`src/rtl/riscv_mem_arbiter.sv`:
```
// rtl/riscv_mem_arbiter.sv - round-robin fetch/LSU arbiter onto one memory channel with in-order response routing
package riscv_mem_pkg;
    typedef struct packed {
        logic [31:0] addr;
        logic [31:0] wdata;
        logic [3:0]  be;
        logic        we;
        logic [3:0]  id;
    } memory_req_t;

    typedef struct packed {
        logic [31:0] rdata;
        logic [3:0]  id;
        logic        err;
        logic        last;
    } memory_rsp_t;
endpackage

module riscv_mem_arbiter
    import riscv_mem_pkg::*;
#(
    parameter int MAX_OUTSTANDING = 4
) (
    input  logic                                 clk_i,
    input  logic                                 rst_ni,
    input  logic                                 if_req_valid_i,
    output logic                                 if_req_ready_o,
    input  memory_req_t                          if_req_i,
    output logic                                 if_rsp_valid_o,
    output memory_rsp_t                          if_rsp_o,
    input  logic                                 lsu_req_valid_i,
    output logic                                 lsu_req_ready_o,
    input  memory_req_t                          lsu_req_i,
    output logic                                 lsu_rsp_valid_o,
    output memory_rsp_t                          lsu_rsp_o,
    output logic                                 mem_req_valid_o,
    input  logic                                 mem_req_ready_i,
    output memory_req_t                          mem_req_o,
    input  logic                                 mem_rsp_valid_i,
    input  memory_rsp_t                          mem_rsp_i,
    output logic [$clog2(MAX_OUTSTANDING):0]     outstanding_o,
    output logic                                 spurious_rsp_o
);
    localparam int PTR_W = $clog2(MAX_OUTSTANDING);
    localparam int CNT_W = PTR_W + 1;

    logic                       last_grant;
    logic                       lock;
    logic                       lock_owner;
    logic [MAX_OUTSTANDING-1:0] owner_q;
    logic [PTR_W-1:0]           wr_ptr;
    logic [PTR_W-1:0]           rd_ptr;
    logic [CNT_W-1:0]           count;
    logic                       spurious;

    logic can_issue;
    logic winner;
    logic handshake;
    logic fifo_empty;
    logic head_owner;
    logic rsp_routed;
    logic push;
    logic pop;

    // Registered count only: a same-cycle pop never frees a slot for a new grant.
    assign can_issue = count < CNT_W'(MAX_OUTSTANDING);

    always_comb begin
        winner = 1'b0;
        if (lock)
            winner = lock_owner;
        else if (if_req_valid_i && lsu_req_valid_i)
            winner = ~last_grant;
        else if (lsu_req_valid_i)
            winner = 1'b1;
    end

    assign mem_req_valid_o = lock | (can_issue & (if_req_valid_i | lsu_req_valid_i));
    assign mem_req_o       = winner ? lsu_req_i : if_req_i;
    assign handshake       = mem_req_valid_o & mem_req_ready_i;
    assign if_req_ready_o  = handshake & ~winner;
    assign lsu_req_ready_o = handshake & winner;

    assign fifo_empty      = (count == '0);
    assign head_owner      = owner_q[rd_ptr];
    assign rsp_routed      = mem_rsp_valid_i & ~fifo_empty;
    assign if_rsp_valid_o  = rsp_routed & ~head_owner;
    assign lsu_rsp_valid_o = rsp_routed & head_owner;
    assign if_rsp_o        = mem_rsp_i;
    assign lsu_rsp_o       = mem_rsp_i;

    assign push = handshake;
    assign pop  = rsp_routed & mem_rsp_i.last;

    assign outstanding_o  = count;
    assign spurious_rsp_o = spurious;

    always_ff @(posedge clk_i) begin
        if (!rst_ni) begin
            last_grant <= 1'b0;
            lock       <= 1'b0;
            lock_owner <= 1'b0;
            owner_q    <= '0;
            wr_ptr     <= '0;
            rd_ptr     <= '0;
            count      <= '0;
            spurious   <= 1'b0;
        end else begin
            if (push) begin
                owner_q[wr_ptr] <= winner;
                wr_ptr          <= wr_ptr + PTR_W'(1);
                last_grant      <= winner;
            end
            if (pop)
                rd_ptr <= rd_ptr + PTR_W'(1);

            if (handshake) begin
                lock <= 1'b0;
            end else if (mem_req_valid_o) begin
                lock       <= 1'b1;
                lock_owner <= winner;
            end

            case ({push, pop})
                2'b10:   count <= count + CNT_W'(1);
                2'b01:   count <= count - CNT_W'(1);
                default: count <= count;
            endcase

            if (mem_rsp_valid_i && fifo_empty)
                spurious <= 1'b1;
        end
    end
endmodule

```
`config.mk`:
```
export PLATFORM = sky130hd
export DESIGN_NAME = riscv_mem_arbiter
export DESIGN_NICKNAME = d
export VERILOG_FILES = /design/src/rtl/riscv_mem_arbiter.sv
export SDC_FILE = /design/constraint.sdc
export NUM_CORES = 1
export LEC_CHECK = 0
export CORE_AREA = 2 2 136 138
export DETAILED_ROUTE_END_ITERATION = 16
export DIE_AREA = 0 0 138 140
export HOLD_SLACK_MARGIN = 0.12
export SYNTH_ARGS = -nofsm -noshare
export SYNTH_HDL_FRONTEND = slang
export SYNTH_SLANG_ARGS = --single-unit
```
`constraint.sdc`:
```
create_clock -name clk_i -period 2.5 [get_ports clk_i]
set_input_delay 0.5 -clock clk_i [delete_from_list [all_inputs] [get_ports clk_i]]
set_output_delay 0.5 -clock clk_i [all_outputs]
set_load 0.005 [all_outputs]
```
==> run summary <==
area occupied by multi-input gates: 0.00136 mm2
yosys warns: 0
die width: 138 um
post-synthesis sequential area ratio: 0.135
clk_skew: 1.52 ps
Routed wire per std cell: 14.7 um
core area: 0.0178 mm2
initial core utilization: 0.125
Synth-to-Final Area Change: 109%
most frequent cells in the layout: 159 x clkdlybuf4s50_1, 33 x dlygate4sd2_1, 31 x mux2_2, 23 x mux2_4, 19 x mux2_1
CP cell instances: clkdlybuf4s15_2 -> a21boi_4 -> mux2i_4 -> buf_12 -> bufbuf_16 -> mux2_2 -> dlygate4sd2_1
commonest non-fill, non-tap cell in the layout: clkdlybuf4s50_1
Final Hold Vio Count: 0
I/O Buffers: 236
Tmin final: 2510 ps
final setup fails: 4
HPWL after DPL: 8030 um
Root Driver: clkbuf_16
RSZ-0062 raised after global routing: true
CP arrival: 2010 ps
Max Root-Sink Buffers: 2
Slew HR: 0.802
Setup CP Type: input port to output port
# DRC: 0
overflow left after global routing: 0
Post-Syn Area: 0.00223 mm2
CP Capture Type: output port
Yosys cell types: 33
post-synth top area cell: buf_4
top cell type's share of synthesized area: 0.259
maxcap violations: 0
global-route wire length before repair: 14300 um
clk sink count: 15
Mapped Cells: 240
Max FO, Critical Path: 7
status: complete, but fails checks
flip-flop and latch area: 300 um2
share of cells above drive strength 1: 0.292
dpl cells: 640
final WL: 9680 um
final core occ: 0.263
final non-filler cell total: 657
slowest stage cell, crit path: mux2_2
Synth Register Bits: 15
total track usage: 0.0935
full die area: 0.0193 mm2
Slew @ Worst Pin: 295 ps
die height: 140 um
initial antenna violation count: 1
R2R depth: 8
Fill cells: 1882
DRT Pass-1 Iters: 4
largest net degree at the start of global routing: 12
Worst VDD drop: 0.000223 V
cell area power density: 338 mW/mm2
Slew Viols, Final: 0
setup ws final: -12.1 ps
vias in the first global route: 2517
Worst-Skew Late Latency: 250 ps
final net count: 625
Hold Path Stages: 2
Tcrit/Tclk final: 1.00
post-route ant nets: 0
failing checks: negative setup slack
DR vias/cell: 3.60
fmax: 398 MHz
Worst Hold Class: flip-flop to flip-flop
hold-fix buffer count after cts: 0
number of diodes: 0
row count: 49
Syn Nets: 436
CP Launch Type: input port
num ports: 348
mean post-synth cell area: 9.29 um2
Critical Path Max Stage Delay: 320 ps
GPL Wtd Cong: 0.890
initial drt markers: 97
worst endpoint required time: 2000 ps
H-tree levels: 1
Leak: 0.00198 uW
cts bufs inserted: 3
top post-synthesis cells by area: buf_4 26%, mux2_1 20%, mux2_2 17%, dfxtp_1 13%, ha_1 2.8%
CTS tree: built
routed via count: 2368
CTS clk-pin slew, worst paths: 50 ps
==> final cells by class <==
| cell class | instances | share of cell area |
|---|---|---|
| Multi-Input combinational cell | 132 | 0.291 |
| Tap cell | 229 | 0.0614 |
| Timing Repair Buffer | 270 | 0.561 |
| Inverter | 7 | 0.00563 |
| Clock buffer | 4 | 0.0169 |
| Sequential cell | 15 | 0.0643 |
==> metal layers <==
| metal | GRT usage | part of all wire | wire (um) |
|---|---|---|---|
| met1 | 0.112 | 0.40 | 3920 |
| met2 | 0.158 | 0.46 | 4500 |
| met3 | 0.0297 | 0.10 | 990 |
| met4 | 0.0333 | 0.027 | 261 |
| met5 | 0 | 0.0013 | 13 |
==> power breakdown <==
part,total [uW],internal (uW),switching (uW)
clock network,320,217,103
logic,965,660,305
registers,294,266,27.9
total,1580,1140,436
==> Yosys cell counts <==
cell,number
mux4_2,1
nand3_1,5
and2_1,1
or2_1,1
buf_4,77
nand2_1,8
mux2_1,39
a21oi_1,4
buf_6,5
nor3_1,1
o21ai_0,1
clkbuf_1,1
or3_1,2
dfxtp_1,15
a211oi_2,1
nor2b_1,1
clkinv_1,1
and3_1,1
mux2i_1,6
fa_1,1
xor2_1,3
a21boi_1,1
inv_1,6
and3_4,1
nand2b_1,1
xnor2_1,2
ha_1,5
buf_2,3
o21ai_1,1
o311a_1,1
o21ba_1,1
mux2_2,34
nor2_1,9
==> cells by family after synthesis <==
kind of cell | after synthesis | synth area share
xor+xnor | 5 | 0.0196
buf+inv | 93 | 0.305
mux | 80 | 0.406
fa+ha+maj | 6 | 0.0370
simple gates | 31 | 0.0668
compound gates | 10 | 0.0314
flops | 15 | 0.135
==> critical path: cells and delay by family <==
family                 cells  cell delay, ps
buffers and inverters      4             850
AO/OA/AOI/OAI              1             140
multiplexers               2             510
==> flip-flops by register name, summed over array words and instances, names as in the netlist <==
signal,cells
spurious_rsp_o,1
owner_q,4
last_grant,1
lock,1
wr_ptr,2
rd_ptr,2
outstanding_o,3
lock_owner,1
==> timing repair <==
| action | 4_1_cts | 5_1_grt |
|---|---|---|
| gates cloned | 2 | 0 |
| setup buffers | 10 | 2 |
| resized for setup | 150 | 54 |
| setup endpoints to repair | 76 | 41 |
==> through the flow <==
stage | cell area (um2) | TNS, ps | worst slack [ps] | total power (uW) | hold WS [ps]
6_report | 4670 | -32.3 | -12.1 | 1580 | 465
5_1_grt | 4670 | -922 | -63.5 | 1680 | 481
4_1_cts | 4650 | -827 | -57.1 | 1570 | 468
3_5_place_dp | 4420 | -31850 | -492 | 1230 | 453
3_3_place_gp | 4420 | -30230 | -462 | 1220 | 451
2_1_floorplan | 2230 | 0 | 241 | 710 | 434
==> worst paths after layout <==
| path | start | endpoint | slack (ps) |
|---|---|---|---|
| max | lsu_req_valid_i | mem_req_o[15] | -10 |
| min reg2reg | owner_q[3] | owner_q[3] | 470 |
| min | owner_q[3] | owner_q[3] | 470 |
| max reg2reg | outstanding_o[2] | outstanding_o[2] | 520 |
Power figures use the tool's default switching activity.
